--- config.mk ---
export PLATFORM = sky130hd
export DESIGN_NAME = veldt_mem_arbiter
export DESIGN_NICKNAME = d
export VERILOG_FILES = /design/src/rtl/veldt_mem_arbiter.sv
export SDC_FILE = /design/constraint.sdc
export NUM_CORES = 1
export LEC_CHECK = 0
export CAP_MARGIN = 30
export CORE_AREA = 2 2 107 109
export CTS_BUF_LIST = sky130_fd_sc_hd__clkbuf_4 sky130_fd_sc_hd__clkbuf_8 sky130_fd_sc_hd__clkbuf_16
export CTS_CLUSTER_DIAMETER = 80
export DETAILED_ROUTE_END_ITERATION = 7
export DIE_AREA = 0 0 109 111
export PLACE_DENSITY = 0.55
export SETUP_SLACK_MARGIN = 0.5
export SYNTH_ARGS = -nofsm -noshare
export SYNTH_HDL_FRONTEND = slang
export SYNTH_SLANG_ARGS = --single-unit
--- constraint.sdc ---
create_clock -name clock -period 2.3 [get_ports clock]
set_input_delay 0.46 -clock clock [delete_from_list [all_inputs] [get_ports clock]]
set_output_delay 0.46 -clock clock [all_outputs]
set_load 0.01 [all_outputs]
--- src/rtl/veldt_mem_arbiter.sv ---
`default_nettype none
// ============================================================================
//  Module      : veldt_mem_arbiter
//  Description : Single-port RAM arbiter for Veldt fetch and load/store ports
//                with data priority, bounded fetch starvation, read-latency
//                owner tracking and fetch flush.
//  Revision    : 1.0  initial release
// ============================================================================
module veldt_mem_arbiter #(
    parameter int MEM_LATENCY  = 1,
    parameter int STARVE_LIMIT = 4,
    parameter int ADDR_W       = 30
) (
    input  logic              clock,
    input  logic              reset,

    input  logic              if_req,
    input  logic [31:0]       if_addr,
    input  logic              if_flush,
    output logic              if_gnt,
    output logic              if_rvalid,
    output logic [31:0]       if_rdata,

    input  logic              d_req,
    input  logic              d_we,
    input  logic [3:0]        d_be,
    input  logic [31:0]       d_addr,
    input  logic [31:0]       d_wdata,
    output logic              d_gnt,
    output logic              d_rvalid,
    output logic [31:0]       d_rdata,

    output logic              mem_en,
    output logic              mem_we,
    output logic [3:0]        mem_be,
    output logic [ADDR_W-1:0] mem_addr,
    output logic [31:0]       mem_wdata,
    input  logic [31:0]       mem_rdata
);

    localparam int         LAST       = MEM_LATENCY - 1;
    localparam logic [3:0] STARVE_MAX = 4'(STARVE_LIMIT);
    localparam logic       OWN_FETCH  = 1'b0;
    localparam logic       OWN_DATA   = 1'b1;

    logic [3:0]             starve_cnt_q;
    logic [3:0]             starve_cnt_d;
    logic [MEM_LATENCY-1:0] pipe_vld_q;
    logic [MEM_LATENCY-1:0] pipe_vld_d;
    logic [MEM_LATENCY-1:0] pipe_own_q;
    logic [MEM_LATENCY-1:0] pipe_own_d;
    logic                   force_if;

    // Byte-offset bits carry no meaning for a word-addressed RAM.
    logic unused_addr_lsbs;
    assign unused_addr_lsbs = ^{if_addr[1:0], d_addr[1:0]};

    // Data wins unless fetch has waited through STARVE_LIMIT data grants.
    always_comb begin
        force_if = if_req && (starve_cnt_q == STARVE_MAX);
        d_gnt    = !reset && d_req && !force_if;
        if_gnt   = !reset && if_req && !d_gnt;
    end

    always_comb begin
        mem_en    = if_gnt | d_gnt;
        mem_we    = 1'b0;
        mem_be    = 4'h0;
        mem_addr  = '0;
        mem_wdata = 32'h0;
        if (d_gnt) begin
            mem_we    = d_we;
            mem_be    = d_be;
            mem_addr  = d_addr[ADDR_W+1:2];
            mem_wdata = d_wdata;
        end else if (if_gnt) begin
            mem_be    = 4'hF;
            mem_addr  = if_addr[ADDR_W+1:2];
        end
    end

    always_comb begin
        starve_cnt_d = starve_cnt_q;
        if (if_gnt || !if_req) begin
            starve_cnt_d = 4'd0;
        end else if (d_gnt && (starve_cnt_q < STARVE_MAX)) begin
            starve_cnt_d = starve_cnt_q + 4'd1;
        end
    end

    // A flush kills fetch entries already in flight; the fetch granted in the
    // flush cycle itself enters stage 0 untouched.
    always_comb begin
        pipe_vld_d    = '0;
        pipe_own_d    = '0;
        pipe_vld_d[0] = if_gnt | (d_gnt & ~d_we);
        pipe_own_d[0] = d_gnt ? OWN_DATA : OWN_FETCH;
        for (int i = 1; i < MEM_LATENCY; i++) begin
            pipe_vld_d[i] = pipe_vld_q[i-1] &
                            ~(if_flush & (pipe_own_q[i-1] == OWN_FETCH));
            pipe_own_d[i] = pipe_own_q[i-1];
        end
    end

    always_ff @(posedge clock) begin
        if (reset) begin
            starve_cnt_q <= 4'd0;
            pipe_vld_q   <= '0;
            pipe_own_q   <= '0;
        end else begin
            starve_cnt_q <= starve_cnt_d;
            pipe_vld_q   <= pipe_vld_d;
            pipe_own_q   <= pipe_own_d;
        end
    end

    always_comb begin
        if_rvalid = !reset && pipe_vld_q[LAST] &&
                    (pipe_own_q[LAST] == OWN_FETCH) && !if_flush;
        d_rvalid  = !reset && pipe_vld_q[LAST] &&
                    (pipe_own_q[LAST] == OWN_DATA);
        if_rdata  = if_rvalid ? mem_rdata : 32'h0;
        d_rdata   = d_rvalid  ? mem_rdata : 32'h0;
    end

endmodule
`default_nettype wire

== After elaboration in Yosys (flattened, before gate mapping) ==
Cells that the tools add are included.
Word-level totals
  register bits: 6
  input bits: 138
  output and inout bits: 136
  word-level logic and storage cells: 37
Operators by class
  $add $sub $neg: 1
  magnitude comparators: 1
  equality and inequality tests: 1
  mux-type cells: 9
  bitwise gates (word level): 5
  reductions and logical operators: 17
Operators with widths (count)
  32-bit 2-to-1 mux: 3
  30-bit 2-to-1 mux: 2
  1-bit logical AND: 10
  4-bit 2-to-1 mux: 2
  1-bit zero test: 5
  4-bit by 1-bit adder with 4-bit output, second input constant: 1
  4-bit by 3-bit == test with 1-bit output, second input constant: 1
  4-bit by 3-bit < comparator with 1-bit output, second input constant: 1
  1-bit 2-to-1 mux: 2
  1-bit inverter: 2
  1-bit bitwise OR: 2
  2-bit OR reduction: 1
  1-bit bitwise AND: 1
  1-bit logical OR: 1

== Logic depth before layout (Yosys ltp) ==
  word-level depth: 8
  depth in mapped cells: 7
  mapped depth without buffers: 5

== Worst setup path after synthesis ==
OpenSTA, ideal clock, no wires.
  kind: register -> output
  from: register starve_cnt_q[0]
  to: output port mem_addr[28]
  arrival: 1426 ps
  data required time: 1840 ps
  path slack: 414 ps
  stages on the path, launching flop included: 7
  path buffers: 1
  cells stage by stage: dfxtp_1 -> inv_1 -> ha_1 -> nand3b_4 -> a211oi_4 -> buf_6 -> a22o_1
On the way
  word-level cells in the longest chain between the ends: 8
RTL lines
  from (decl): line 46  | logic [3:0] starve_cnt_q;
  from (signal assigned): line 111  | starve_cnt_q <= starve_cnt_d;
  4-bit by 3-bit == test with 1-bit output: line 60  | force_if = if_req && (starve_cnt_q == STARVE_MAX);
  1-bit logical AND: line 60
  1-bit zero test: line 61  | d_gnt = !reset && d_req && !force_if;
  1-bit logical AND: line 61
  1-bit zero test: line 62  | if_gnt = !reset && if_req && !d_gnt;
  1-bit logical AND: line 62
  net if_gnt: line 20  | output logic if_gnt,
  30-bit 2-to-1 mux: line 76  | end else if (if_gnt) begin
  30-bit 2-to-1 mux: line 71  | if (d_gnt) begin
  to (decl): line 36  | output logic [ADDR_W-1:0] mem_addr,
The timed path passes the listed nets, and every way through them passes these cells.

== Final worst setup path ==
  from: register starve_cnt_q[0]
  to: output port mem_addr[29]
On the way
  word-level cells in the longest chain between the ends: 8
RTL lines (line)
  4-bit by 3-bit == test with 1-bit output (*): 60
  1-bit logical AND (*): 60
  1-bit zero test (*): 61
  1-bit logical AND (*): 61
  1-bit zero test: 62
  1-bit logical AND: 62
  30-bit 2-to-1 mux: 76
  30-bit 2-to-1 mux (*): 71
Every way passes the cells marked *; elsewhere a longest branch is shown, timed or not.

==> impl_metrics.py <==
metrics = {
    "die": {
        "fp.dieArea_um2": 12100,
        "die_y_um": 111,
        "core_area_um2": 11100,
        "floorplan.die.width_um": 109,
        "ioPinCount": 274,
        "num_rows": 39,
        "initial_utilization_pct": 12.2,
    },
    "routing": {
        "via_per_inst": 4.08,
        "drt.antenna.violating_nets": 0,
        "detailroute.via_count": 2648,
        "drt_iter0_markers": 69,
        "post-route-drc-count": 0,
        "route.final.wire_length_um": 11300,
        "drt-wirelength-per-cell_um": 17.4,
        "drtPass1Iterations": 4,
    },
    "finish": {
        "final_core_utilization_pct": 50.4,
        "num_antenna_cells": 0,
        "layout-drive-gt1-share_pct": 62.8,
        "number_of_nets_in_the_layout": 648,
        "relative_area_change_from_synthesis_to_final_layout_pct": 314,
    },
    "power_and_ir_drop": {
        "total_switching_power_w": 0.000306,
        "clock_power_share_pct": 24.7,
        "power.sequential.fraction_pct": 9.6,
        "internal_power_w": 0.000849,
        "ir_drop_uv": 180,
        "power_frac_comb_pct": 65.7,
        "power.density_nw_per_um2": 207,
        "static-leakage-power_nw": 2.63,
        "switching_share_pct": 26.5,
    },
    "cts": {
        "root_buffer": "sky130_fd_sc_hd__clkbuf_16",
        "cts_tree": "yes",
        "cts.sink_count": 6,
        "cts-buffers-inserted": 3,
        "worst_setup_hold_path_clk_slew_ns": 0.03,
        "clockBufferDepth": 2,
        "number_of_levels_the_h_tree_was_split_into": 1,
        "postCtsHoldBufs": 0,
        "worstSkewPairLatency_ns": 0.23,
    },
    "timing": {
        "setup_viol_count_final": 0,
        "hold_viol_final": 0,
        "max_freq_mhz": 439,
        "min_period_over_period_pct": 99.1,
        "worst_slew_pin_slew_ns": 0.249,
        "hold-worst-slack_ns": 0.511,
        "final_period_demand_of_the_worst_path_ns": 2.28,
        "skew_final_ns": 0.00312,
        "final_max_tran_viols": 0,
        "grt_setup_unrepaired": "yes",
        "timing.slew.headroom_pct": 83.4,
    },
    "setup_path": {
        "worst_ep_required_time_ns": 1.84,
        "crit_type": "reg2out",
        "critPathMaxFanout": 7,
        "start_kind": "flip-flop",
        "critical_path_arrival_ns": 1.82,
        "endpoint_kind": "output port",
    },
    "place": {
        "dpl.hpwl_um": 7070,
        "numPortBuffers": 269,
        "place_congestion": 0.760,
    },
    "logic_synthesis": {
        "synth_sequential_area_ratio_pct": 8.91,
        "yosys_most_used_dff": "sky130_fd_sc_hd__dfxtp_1",
        "yosys.cell_types.count": 20,
        "ys.warnings.count": 0,
        "ys_async_sr_fraction_pct": 0,
        "synth-seq-cells": 6,
        "synth-edff-count": 0,
        "netlist_instances": 179,
        "synthesized_net_count": 319,
        "mean_cell_area_of_the_mapped_netlist_um2": 7.54,
        "synthesis.area_um2": 1350,
    },
    "global_routing": {
        "grt_first_pass_wirelength_um": 15700,
        "final_global_route_overflow_total": 0,
        "number_of_antenna_violations_at_the_first_check_in_global_routing": 0,
        "grt_usage_pct": 17.2,
        "grt_max_degree": 19,
        "vias_in_the_first_global_route": 2698,
    },
    "status": {
        "status": "finished clean",
    },
    "run": {
        "timing.max_cap.violations": 0,
    },
    "min_path": {
        "hold_path.class": "reg2reg",
    },
}
## worst paths after layout
check,startpoint,end,slack (ns),cells past startpoint
worst max register to register,starve_cnt_q[0],pipe_vld_q,0.61,8
worst min-delay path,starve_cnt_q[3],starve_cnt_q[3],0.51,1
worst max-delay path,starve_cnt_q[0],mem_addr[29],0.02,8
worst min register to register,starve_cnt_q[3],starve_cnt_q[3],0.51,1
## layout by cell type, fill, tap and decap left out
cell type                         instances
sky130_fd_sc_hd__o211a_1                  1
sky130_fd_sc_hd__buf_6                  123
sky130_fd_sc_hd__and2_1                  14
sky130_fd_sc_hd__a21o_2                   1
sky130_fd_sc_hd__a21o_4                   4
sky130_fd_sc_hd__dfxtp_1                  3
sky130_fd_sc_hd__buf_8                    2
sky130_fd_sc_hd__buf_4                   18
sky130_fd_sc_hd__a22o_1                  27
sky130_fd_sc_hd__and2_4                  83
sky130_fd_sc_hd__clkdlybuf4s15_1          1
sky130_fd_sc_hd__buf_12                   9
sky130_fd_sc_hd__a22o_4                   3
sky130_fd_sc_hd__ha_4                     1
sky130_fd_sc_hd__inv_4                    1
sky130_fd_sc_hd__nor4b_4                  1
sky130_fd_sc_hd__nand3b_4                 1
sky130_fd_sc_hd__mux2_2                   1
sky130_fd_sc_hd__buf_16                  18
sky130_fd_sc_hd__nor2_2                   1
sky130_fd_sc_hd__inv_1                    2
sky130_fd_sc_hd__xnor2_1                  1
sky130_fd_sc_hd__nor2_1                   2
sky130_fd_sc_hd__dlygate4sd2_1            2
sky130_fd_sc_hd__a21oi_1                  1
sky130_fd_sc_hd__a211oi_4                 1
sky130_fd_sc_hd__clkbuf_16                6
sky130_fd_sc_hd__o211a_4                  1
sky130_fd_sc_hd__and3_1                   3
sky130_fd_sc_hd__clkbuf_2                 1
sky130_fd_sc_hd__inv_2                    3
sky130_fd_sc_hd__ha_1                     1
sky130_fd_sc_hd__dfxtp_2                  3
sky130_fd_sc_hd__and3_4                   1
sky130_fd_sc_hd__clkdlybuf4s50_1        129
sky130_fd_sc_hd__buf_2                   35
sky130_fd_sc_hd__nor3b_1                  1
## Yosys cell counts (all sizes together) (2+ instances only)
cell / number / share of area, %
and2: 97 / 45
a22o: 30 / 20
buf: 10 / 7.0
clkbuf: 7 / 1.9
dfxtp: 6 / 8.9
inv: 6 / 1.7
a21o: 5 / 3.2
and3: 4 / 1.9
nor2: 3 / 0.83
ha: 2 / 1.9
o211a: 2 / 1.5
## power by group through the flow
stage	logic, W	clock network [W]	registers (W)
finish	0.000759	0.000285	0.000111
detailed placement	0.000570	0	0.000112
CTS	0.000713	0.000291	0.000111
floorplan	0.000155	0	0.000111
global route	0.000801	0.000294	0.000111
global placement	0.000567	0	0.000111
## area by class of cell
class / count / area, um^2
tap: 143 / 179
multi-input combinational: 150 / 1380
clock buffer: 3 / 75.1
sequential: 6 / 124
timing repair buffer: 341 / 3800
inverter: 6 / 25.0
fill: 1030 / 5500
## critical path, stage by stage, from the launching register on
cell,delay [ns]
sky130_fd_sc_hd__dfxtp_2,0.31
sky130_fd_sc_hd__inv_2,0.07
sky130_fd_sc_hd__ha_4,0.14
sky130_fd_sc_hd__nand3b_4,0.10
sky130_fd_sc_hd__o211a_4,0.32
sky130_fd_sc_hd__buf_4,0.17
sky130_fd_sc_hd__buf_12,0.13
sky130_fd_sc_hd__a22o_1,0.22
sky130_fd_sc_hd__buf_6,0.13
## timing repair
item,4_1_cts,5_1_grt
resized for setup,697,110
setup endpoints to repair,136,127
endpoints found under the hold margin,0,0
setup buffers,31,6
gates cloned,19,4
pin swaps,46,47
## cells by family (layout without fill, tap and decap cells)
kind of cell,count (synthesis),after routing,share of synthesized area [%]
DFF,6,6,8.91
adders and majority gates,2,2,1.85
and+or+nand+nor,107,107,50.8
xor gates and xnor gates,1,1,0.649
buffers and inverters,23,350,10.6
AOI/OAI and AO/OA,39,39,26.3
muxes,1,1,0.835
## per-stage QoR
step / TNS, ns / cells / total power (W) / instance area [um^2] / worst slack (ns)
final: 0 / 649 / 0.00116 / 5580 / 0.0209
after detailed placement: -52.49 / 586 / 0.000681 / 4260 / -0.549
after global routing: -0.485 / 649 / 0.00121 / 5580 / -0.0364
after CTS: -0.160 / 639 / 0.00112 / 5100 / -0.0220
after floorplan: 0 / 179 / 0.000266 / 1360 / 0.501
after global placement: -51.16 / 586 / 0.000678 / 4260 / -0.519
## metal layers
layer | vias up | GRT usage [%] | wire, um
li1 | 1260 | - | -
met2 | 161 | 35.5 | 6510
met4 | 0 | 4.19 | 189
met5 | - | 0 | 0
met1 | 1213 | 16.1 | 3530
met3 | 14 | 4.29 | 1090
## sequential cells by signal, summed over array words and instances, names as in the netlist
name and cells:
pipe_own_q 1, pipe_vld_q 1, starve_cnt_q 4
Power figures use the tool's default switching activity.
==> variant 1, RTL diff (config.mk and constraints unchanged) <==
Reset style: asynchronous (`reset`), changed in one clocked block.
--- a/src/rtl/veldt_mem_arbiter.sv
+++ b/src/rtl/veldt_mem_arbiter.sv
@@ -103,5 +103,5 @@
     end
 
-    always_ff @(posedge clock) begin
+    always_ff @(posedge clock or posedge reset) begin
         if (reset) begin
             starve_cnt_q <= 4'd0;
Behaviour: same outputs for any inputs over 10 cycles, from zero or initial values and one cycle with reset high; that may be too few to reach the edited logic, so the function may still have changed.
==> variant 1 against the unedited design <==
The run now ends with negative setup slack left; setup slack lost 0.36 ns; synthesized area grew 0.37%; total power shrank 6.4%; sequential cell count is the same; count of clock-buffer cells in the layout is the same; wire length shrank 7.3%; cell area shrank 5.3%; critical path depth grew 4; via count grew 1.6%; global-route usage shrank 2.7 points.
==> variant 1: results <==
group,metric,value,unit
power_and_ir_drop,switching_power,290,uW
status,outcome,"finished, violations left",
power_and_ir_drop,cellLeakagePower,2.61,nW
cells_and_area,n_fill_cell,1095,
global_route,grt_use_met2,28.7,%
logic_synthesis,synth_area_leaders,"and2_1 45%, a22o_1 19%, dfrtp_1 11%",
cells_and_area,multiInputGateArea,0.00133,mm^2
route,routed_wirelength,10.5,mm
global_route,grtUsageMet1,13.9,%
status,violations,"negative setup slack",
critical_path,reg2reg_depth,10,
worst_hold_path,hold_class,"primary input to asynchronous set/reset pin",
power_and_ir_drop,pg_comb,679,uW
route,via_per_inst,4.04,
cells_and_area,layout.nonclk_buf_share,66.6,%
critical_path,cp-endpoint,"mem_wdata[6]",
sta,finalSetupViolations,68,
global_route,grt.total_usage,14.5,%
logic_synthesis,synthTopCellsByCount,"97 x and2_1, 30 x a22o_1, 10 x buf_2, 9 x clkbuf_1",
cells_and_area,clk_share,1.42,%
logic_synthesis,syn_nets,327,
logic_synthesis,async_flop_share,100,%
sta,finClkSkew,0.00150,ns
critical_path,crit_fanout,6,
power_and_ir_drop,pwr-share-clk,26.8,%
sta,slew_headroom,76.6,%
logic_synthesis,synth_compound_area_share,28.0,%
global_route,grt_pass1_wl,13.8,mm
logic_synthesis,muxShareOfSynthArea,0,%
logic_synthesis,synth-adder-area-share,1.85,%
global_route,grt_util_met3,4.64,%
global_route,grt_pass1_vias,2631,
route,met1_length,3.54,mm
critical_path,r2r_slack,0.50,ns
cells_and_area,multi_input_cells,157,
cells_and_area,non_clock_inverter_count,5,
placement,dp_slack,-0.521,ns
placement,gp_congestion,0.821,
logic_synthesis,synth_xor_area_share,0,%
critical_path,rr_endpoint,"pipe_vld_q$_DFF_PP0_",
cells_and_area,regArea,150,um^2
critical_path,crit_start,"starve_cnt_q[0]$_DFFE_PP0P_",
placement,post-dp-hpwl,7.65,mm
sta,fin_ws,-0.334,ns
logic_synthesis,ys_seq_area_share,11.1,%
route,met2WireLength,5.72,mm
[variant 1: per-stage QoR]
step	power (mW)	instances	util [%]	hold WS, ns	cell area [um^2]
final	1.08	666	47.7	0.382	5290
after global placement	0.692	601	39.2	0.600	4340
after floorplan	0.278	187	-	0.423	1430
after global routing	1.14	666	47.7	0.405	5290
after CTS	1.01	627	40.3	0.286	4460
after detailed placement	0.696	601	39.2	0.613	4340
[variant 1: worst max-delay path, cell delays in order (launching register included)]
cell,delay (ns)
dfrtp_1,0.34
inv_1,0.05
ha_2,0.17
and3b_2,0.23
a211oi_4,0.28
buf_6,0.14
buf_6,0.10
buf_6,0.10
buf_12,0.09
buf_8,0.10
buf_6,0.11
and2_4,0.14
buf_6,0.09
[variant 1: what timing repair did]
item                                    4_1_cts  5_1_grt
resized for setup                           375      357
pin swaps                                    17       50
endpoints found under the setup margin      136      132
buffers inserted                             20       34
cloned                                        3        5
==> variant 2, RTL diff (same settings) <==
Without the edit above. Set the parameter `MEM_LATENCY` to 2 (it was 1).
--- a/src/rtl/veldt_mem_arbiter.sv
+++ b/src/rtl/veldt_mem_arbiter.sv
@@ -8,5 +8,5 @@
 // ============================================================================
 module veldt_mem_arbiter #(
-    parameter int MEM_LATENCY  = 1,
+    parameter int MEM_LATENCY  = 2,
     parameter int STARVE_LIMIT = 4,
     parameter int ADDR_W       = 30
Function: changed (Yosys sat finds a counterexample within 4 cycles, from zero or initial values and one cycle with reset high).
==> variant 2 against the unedited design <==
Worst hold slack got worse by 0.058 ns; sequential cell count increased by 2; critical path depth down 1; total power is 6.1% lower; setup slack improved by 0.034 ns; die area is the same; wire length is 6.1% lower; combinational power shrank 15%; register-to-register slack worse by 0.05 ns; clock power up 4%; synthesized area is 4.7% higher; cell area shrank 1.5%; largest power group unchanged; highest routed layer unchanged.
==> variant 2: results <==
group,metric,value,unit
status,outcome,"finished, final reports clean",
global_route,grt_util_met3,3.53,%
logic_synthesis,yosysWarnings,0,
route,drt_iter0_markers,75,
critical_path,crit_start,"starve_cnt_q[1]$_SDFFE_PP0P_",
logic_synthesis,synthDistinctLibCells,22,
route,met2WireLength,6.29,mm
worst_hold_path,hold_start,"pipe_own_q[0]$_SDFF_PP0_",
global_route,grt_max_degree,20,
clock_tree,clk_latency,0.24,ns
power_and_ir_drop,p_seq_share,13.5,%
logic_synthesis,synthTopCellsByCount,"97 x and2_1, 30 x a22o_1, 8 x dfxtp_1, 7 x buf_6, 7 x clkbuf_1",
clock_tree,clockBufferDepth,2,
logic_synthesis,syn_nets,324,
cells_and_area,drive_gt1_share,60.1,%
global_route,grt_pass1_vias,2648,
critical_path,arrival,1.79,ns
clock_tree,postCtsSetupRepairBufs,25,
route,met3_wirelength,1.05,mm
clock_tree,root_buffer,"clkbuf_16",
critical_path,crit_slowest_cell,"dfxtp_2",
critical_path,r2r_slack,0.56,ns
route,met1_length,3.14,mm
cells_and_area,n_antenna_cell,0,
critical_path,critPathTopFamily,"compound AO/OA/AOI/OAI gates",
logic_synthesis,muxShareOfSynthArea,0.797,%
logic_synthesis,synth_compound_area_share,24.9,%
logic_synthesis,synth_xor_area_share,0.620,%
power_and_ir_drop,peakVddDrop,0.179,mV
logic_synthesis,synth.avg_cell_area,7.68,um^2
logic_synthesis,async_flop_share,0,%
power_and_ir_drop,finalPower,1.09,mW
sta,hold_slack,0.452,ns
placement,post-dp-hpwl,6.83,mm
power_and_ir_drop,comb_power_share,59.3,%
power_and_ir_drop,internal_power,812,uW
route,top_layer,"met4",
sta,finClkSkew,0.00372,ns
route,routed_wirelength,10.6,mm
placement,gp_congestion,0.775,
critical_path,rr_startpoint,"starve_cnt_q[1]$_SDFFE_PP0P_",
route,via_per_inst,4.06,
clock_tree,cts_resized,588,
global_route,grt.total_usage,15.0,%
logic_synthesis,synth_area_leaders,"and2_1 43%, a22o_1 19%, dfxtp_1 11%",
cells_and_area,reg_top3,"starve_cnt_q (4), pipe_own_q (2), pipe_vld_q (2)",
global_route,grt_use_met2,32.0,%
logic_synthesis,synth-adder-area-share,1.77,%
cells_and_area,n_fill_cell,1008,
global_route,grtUsageMet1,13.1,%
global_route,grt_pass1_wl,14.0,mm
logic_synthesis,ys.flop_type,"dfxtp_1",
critical_path,crit_fanout,9,
sta,slew_headroom,84.5,%
placement,dp_slack,-0.490,ns
logic_synthesis,ys_seq_area_share,11.3,%
placement,dp_cells,587,
sta,max_freq,445,MHz
placement,dpl_cell_area,0.00430,mm^2
power_and_ir_drop,cellLeakagePower,2.65,nW
==> variant 2: cell count changes in the layout (fill, tap and decap cells not counted), sizes merged, moves of 2 or more <==
cell          unedited run  this run
buf                    205       188
dlymetal6s2s             0         4
dfxtp                    6         8
clkbuf                   7        14
==> variant 2: cell type report <==
| class | count | area [um^2] | share of cell area [%] |
|---|---|---|---|
| clock buffer | 3 | 75.1 | 1.37 |
| inverter | 6 | 25.0 | 0.455 |
| multi-input combinational | 153 | 1370 | 24.8 |
| sequential | 8 | 164 | 2.98 |
| tap | 143 | 179 | 3.26 |
| timing repair buffer | 336 | 3690 | 67.1 |
==> variant 2: path summary, 6_finish.rpt <==
kind	to	cells after the start
min reg2reg	pipe_own_q[1]$_SDFF_PP0_	1
max	mem_addr[24]	7
max reg2reg	starve_cnt_q[3]$_SDFFE_PP0P_	9
min	pipe_own_q[1]$_SDFF_PP0_	1
